### src/rtl/count_stats_capture.sv
// Batch latency statistics: collects count_global samples on each clk_stop strobe
// and offers last/min/max/sum per BATCH samples over a valid/ready handshake.
module count_stats_capture #(
  parameter int CNT_W = 5,
  parameter int BATCH = 8,
  parameter int SUM_W = 8
) (
  input  logic             clk,
  input  logic             GlobalReset_n,
  input  logic [CNT_W-1:0] count_global,
  input  logic             clk_stop,
  output logic             res_valid,
  input  logic             res_ready,
  output logic [CNT_W-1:0] res_last,
  output logic [CNT_W-1:0] res_min,
  output logic [CNT_W-1:0] res_max,
  output logic [SUM_W-1:0] res_sum,
  output logic             overrun,
  output logic             wrap_seen
);

  localparam int N_W = $clog2(BATCH + 1);
  localparam logic [N_W-1:0]   LAST_N   = N_W'(BATCH - 1);
  localparam logic [CNT_W-1:0] ALL_ONES = {CNT_W{1'b1}};

  typedef enum logic {ACCUM, REPORT} state_t;

  state_t           state;
  logic [N_W-1:0]   n;
  logic [CNT_W-1:0] acc_min;
  logic [CNT_W-1:0] acc_max;
  logic [CNT_W-1:0] acc_last;
  logic [SUM_W-1:0] acc_sum;

  logic [CNT_W-1:0] upd_min;
  logic [CNT_W-1:0] upd_max;
  logic [SUM_W-1:0] upd_sum;
  logic             accept;

  function automatic logic [CNT_W-1:0] umin(input logic [CNT_W-1:0] a,
                                            input logic [CNT_W-1:0] b);
    return (b < a) ? b : a;
  endfunction

  function automatic logic [CNT_W-1:0] umax(input logic [CNT_W-1:0] a,
                                            input logic [CNT_W-1:0] b);
    return (b > a) ? b : a;
  endfunction

  always_comb begin
    upd_min = umin(acc_min, count_global);
    upd_max = umax(acc_max, count_global);
    upd_sum = acc_sum + SUM_W'(count_global);
    accept  = res_valid & res_ready;
  end

  always_ff @(posedge clk or negedge GlobalReset_n) begin
    if (!GlobalReset_n) begin
      state     <= ACCUM;
      n         <= '0;
      acc_min   <= ALL_ONES;
      acc_max   <= '0;
      acc_last  <= '0;
      acc_sum   <= '0;
      res_valid <= 1'b0;
      res_last  <= '0;
      res_min   <= '0;
      res_max   <= '0;
      res_sum   <= '0;
      overrun   <= 1'b0;
      wrap_seen <= 1'b0;
    end else begin
      // Wrap detection applies to every strobe, including ones dropped below.
      if (clk_stop && count_global == ALL_ONES)
        wrap_seen <= 1'b1;
      case (state)
        ACCUM: begin
          if (clk_stop) begin
            acc_min  <= upd_min;
            acc_max  <= upd_max;
            acc_sum  <= upd_sum;
            acc_last <= count_global;
            n        <= n + N_W'(1);
            if (n == LAST_N) begin
              res_min   <= upd_min;
              res_max   <= upd_max;
              res_sum   <= upd_sum;
              res_last  <= count_global;
              res_valid <= 1'b1;
              state     <= REPORT;
            end
          end
        end
        REPORT: begin
          if (accept) begin
            res_valid <= 1'b0;
            state     <= ACCUM;
            // A strobe coinciding with accept seeds the next batch.
            if (clk_stop) begin
              acc_min  <= count_global;
              acc_max  <= count_global;
              acc_last <= count_global;
              acc_sum  <= SUM_W'(count_global);
              n        <= N_W'(1);
            end else begin
              acc_min  <= ALL_ONES;
              acc_max  <= '0;
              acc_last <= '0;
              acc_sum  <= '0;
              n        <= '0;
            end
          end else if (clk_stop) begin
            overrun <= 1'b1;
          end
        end
        default: state <= ACCUM;
      endcase
    end
  end

endmodule

### config.mk
export PLATFORM = sky130hd
export DESIGN_NAME = count_stats_capture
export DESIGN_NICKNAME = d
export VERILOG_FILES = /design/src/rtl/count_stats_capture.sv
export SDC_FILE = /design/constraint.sdc
export NUM_CORES = 1
export LEC_CHECK = 0
export CORE_MARGIN = 4
export CORE_UTILIZATION = 33
export DETAILED_ROUTE_END_ITERATION = 12
export SLEW_MARGIN = 0
export SYNTH_ARGS = -nofsm -noshare
export SYNTH_HDL_FRONTEND = slang
export SYNTH_SLANG_ARGS = --single-unit
### constraint.sdc
create_clock -name clk -period 5.3 [get_ports clk]
set_clock_uncertainty 0.15 [all_clocks]
set_input_delay 0.795 -clock clk [delete_from_list [all_inputs] [get_ports clk]]
set_output_delay 0.795 -clock clk [all_outputs]
set_load 0.02 [all_outputs]
# Yosys cells after proc, flatten, opt, wreduce, memory -nomap -nowiden
# Cells that the tools add are included.
# word_totals
regBits	49
latchBits	0
ram_bits	0
romBits	0
output_inout_bits	26
elab_cells	55
n_memories	0
# op_classes
add_sub_neg	2
mul	0
n_div	0
order_cmp	2
n_eq_ne	5
shift	0
muxes	26
bitwise_logic	3
n_reduce_logical	5
# op_table
cell	n
5-bit 2-to-1 mux	9
5-bit case mux with 2 select lines	2
8-bit 2-to-1 mux	2
8-bit case mux with 2 select lines	1
3-bit AND reduction	3
8-bit by 5-bit adder with 8-bit output	1
4-bit 2-to-1 mux	2
4-bit case mux with 2 select lines	1
1-bit 2-to-1 mux	7
5-bit == test, second input constant	1
5-bit > comparator	1
5-bit less-than comparator	1
4-bit by 1-bit adder with 4-bit output, second input constant	1
4-bit by 3-bit == test with 1-bit output, second input constant	1
2-bit inequality test, second input constant	2
1-bit case mux with 2 select lines	2
2-bit by 1-bit inequality test with 1-bit output, second input constant	1
1-bit NOT	2
2-bit AND reduction	1
1-bit bitwise AND	1
1-bit logical AND	1

# Longest topological paths before layout
# logic_depth
ltp_word	4
mapped_depth	8

# Worst setup path after synthesis
# Ideal clock, no wire load.
# synth_path
path_kind	input to register
startpoint	input count_global[2]
endpoint	register acc_min[0]
setup_ns	0.084
t_arrival_ns	2.306
slack_ns	2.760
path_stages	7
n_path_buf	1
path_cell_list	ha_1 a21o_1 a21o_1 a211o_1 buf_6 o21a_1 o32a_1
# synth_between
elab_chain_cells	4
# synth_lines
element	line_no	rtl
from (decl)	10	input logic [CNT_W-1:0] count_global,
5-bit less-than comparator	42	return (b < a) ? b : a;
5-bit 2-to-1 mux	42	
5-bit 2-to-1 mux	78	if (clk_stop) begin
5-bit case mux with 2 select lines	76	case (state)
to (signal assigned)	79	acc_min <= upd_min;
to (signal assigned)	100	acc_min <= count_global;
to (decl)	30	logic [CNT_W-1:0] acc_min;
# No other way between the ends. The select of a mux whose other input is x is not followed.
# A chain may end at the register's enable or synchronous reset.

# Final worst setup path
# layout_path
startpoint	input count_global[2]
endpoint	register acc_min[1]
# The elaborated chain is that of the path after synthesis.

==> impl_metrics.toml <==
[logic_synthesis]
yosysMostFrequentCell = "nand2_1"
synth-compound-area-share_pct = 21.89
avgSynthCellArea_um2 = 9.793
synthMuxAreaShare_pct = 6.059
synthAdderAreaFrac_pct = 7.797
synthXorXnorAreaFrac_pct = 2.302
yosysWarningCount = 0
synth_fp_nets = 297
synth-simple-area-share_pct = 11.37
netlist_area_mm2 = 0.002664
netlist_instances = 272
synth_ff_type = "dfrtp_1"
synth_top_family_by_area = "compound AO/OA/AOI/OAI gates"
synthTopCellsByArea = "dfrtp_1 41%, ha_1 7.0%, nand2_1 6.5%, mux2i_1 5.6%, dfstp_2 4.9%"
yosys.area.top_type_share_pct = 41.33
synth-edff-count = 0
ys_async_sr_fraction_pct = 100.0
synth.largest_area_cell = "dfrtp_1"
ys_seq_area_share_pct = 46.27
ys_top_cells_by_count = "46 x nand2_1, 44 x dfrtp_1, 23 x o21ai_0, 19 x a21oi_1"
synth.distinct_cells = 42
ys_ff_latch = 49

[sta]
fin_ws_ns = 2.226
worstMarginPinSlew_ns = 1.033
slew_headroom_pct = 31.12
rsz0062_at_grt = "false"
whs_ns = 0.3321
setup_violations = 0
finalCritPeriodShare_pct = 57.99
tns_ns = 0
fin_crit_ns = 3.074
fmax_mhz = 325.4
hold_viol_final = 0
drv_slew = 0

[placed_design]
gp_congestion = 0.8172
place_inst = 398
place_ws_ns = 1.904
port_buffers = 34
dp_hpwl_um = 4413

[global_routing]
grt_max_degree = 50
overflow = 0
grt_pass1_wl_um = 9894
grt_usage_pct = 12.88
grt_pass1_vias = 1891
antenna_found_initial = 0

[die]
core_mm2 = 0.007807
core.rowCount = 32
die_height_um = 97.85
start_util_pct = 34.12
die-area_mm2 = 0.009574
ios = 35
dieWidth_um = 97.85

[worst_setup_path]
critPathKind = "input pin to flop"
timing.rr.end = "res_min[1]"
cp_cell_sequence = "clkdlybuf4s50_1, ha_1, a21o_1, a21o_1, a211o_1, o21a_1, o32a_1"
required_ns = 5.39
cpMaxStageDelayCell = "clkdlybuf4s50_1"
cpMostUsedCell = "a21o_1"
regToRegSetupSlack_ns = 2.62
max_stage_delay_ns = 0.72
cp.arrival_ns = 3.16
crit_path_start_kind = "input pin"
cp_num_buf_inv = 1
crit_path_end_kind = "flop"
rr_startpoint = "state"
crit_fanout = 10
critPathTopFamily = "compound AO/OA/AOI/OAI gates"
rr_worst_depth = 4

[power_and_ir_drop]
ir_drop_mv = 0.1821
power_mw = 1.838
leakagePower_nw = 1.403
pwr_density_cell_mw_per_mm2 = 579.3

[drt]
viasPerCell = 5.067
vias = 2057
routed_wl_um = 6099
wl_met3_um = 235
antenna_left = 0
highest_layer = "met4"
met1_length_um = 3017
drc_errors = 0
first_iter_violations = 70
firstDrtPassIters = 4
route.met2.wl_um = 2765
routedWlPerCell_um = 15.02

[flow_run]
drv_cap = 0

[cells_and_area]
drive_gt1_share_pct = 7.237
fill_cells = 835
antenna_cells = 0
nNetsFinal = 328
fin_cells = 406
syn_to_final_growth_pct = 19.12

[hold_path]
hp-class = "flop to flop"
worst_hold_startpoint = "res_max[3]"
holdPathStages = 2
min_to = "res_max[3]"

[clock_network]
cts_sinks = 49
cts_tree = "done"
clock_latency_ns = 0.30
clockBufferDepth = 2
cts_setup_buffers = 0
cts.clk_slew.worst_paths_ns = 0.09
ctsResizeCount = 0
h-tree-depth = 2
hold_buffers = 0
cts_made_buffers = 5
cts_root_buf = "clkbuf_8"

[outcome]
status = "completed"
[registers in the layout (all words and copies together), names as in the netlist, 4 cells and up]
name,flops
acc_max,5
acc_min,5
acc_sum,8
n,4
res_last,5
res_max,5
res_min,5
res_sum,8
[kinds of logic after synthesis]
kind of cell / Yosys count
and+or+nand+nor: 71
adders and majority gates: 16
DFF: 49
buffers and inverters: 28
AOI/OAI and AO/OA: 85
muxes: 16
xor gates and xnor gates: 7
[stage by stage]
| step | cell area [um^2] | util [%] |
|---|---|---|
| 3_3_place_gp | 3090 | 39.58 |
| 5_1_grt | 3173 | 40.64 |
| 6_report | 3173 | 40.64 |
| 2_1_floorplan | 2664 | - |
| 4_1_cts | 3173 | 40.64 |
| 3_5_place_dp | 3090 | 39.58 |
[worst reg2reg max path, cell delays in order, from the launching register on]
cell and delay (ns):
dfrtp_1 0.78, inv_2 0.29, nand2_1 0.25, or3_1 0.83, o21ai_0 0.24
[cells in the final DEF (no fill, tap or decap), types with 2 or more instances in the layout]
cell type / n
a21o_1: 4
dfrtp_1: 44
or3_1: 2
nor2_1: 5
o32a_1: 2
ha_1: 15
a221oi_1: 8
mux2i_1: 15
a32o_1: 2
clkbuf_8: 5
nand4_1: 4
nand2_1: 46
o21ai_0: 23
o21bai_1: 4
buf_4: 3
a21oi_1: 19
clkinv_2: 2
inv_1: 14
o21a_1: 3
xor2_1: 4
o221ai_1: 3
dfstp_2: 5
o211ai_1: 7
nand3_1: 10
xnor2_1: 3
clkdlybuf4s50_1: 33
[layout make-up]
type,instances,area (um^2),share of cell area (%)
clock inverter,2,10.01,0.3155
clock buffer,6,72.57,2.287
timing repair buffer,37,357.8,11.28
multi-input combinational,195,1316,41.48
inverter,15,56.30,1.774
sequential,49,1232,38.84
tap,102,127.6,4.022
[worst max-delay path by stage]
| stage | end | slack [ns] | from | cells past startpoint |
|---|---|---|---|---|
| floorplan | acc_min[0] | 2.76 | count_global[2] | 7 |
| global placement | acc_min[1] | 1.95 | count_global[2] | 7 |
| detailed placement | acc_min[1] | 1.90 | count_global[2] | 7 |
| CTS | acc_min[1] | 2.23 | count_global[2] | 7 |
| global route | res_min[1] | 2.14 | count_global[4] | 7 |
| finish | acc_min[1] | 2.23 | count_global[2] | 7 |
[power by group]
| group | switching (mW) | internal [mW] | total, mW |
|---|---|---|---|
| combinational | 0.492 | 0.435 | 0.927 |
| sequential | 0.142 | 0.559 | 0.701 |
| clock | 0.118 | 0.0916 | 0.210 |
[metal layers]
| layer | global-route usage, % | vias up |
|---|---|---|
| met5 | 0 | - |
| met4 | 4.153 | 0 |
| met3 | 2.357 | 8 |
| met2 | 19.48 | 38 |
| met1 | 18.64 | 968 |
| li1 | - | 1043 |
Note: power is estimated with default switching activity, not from simulation.
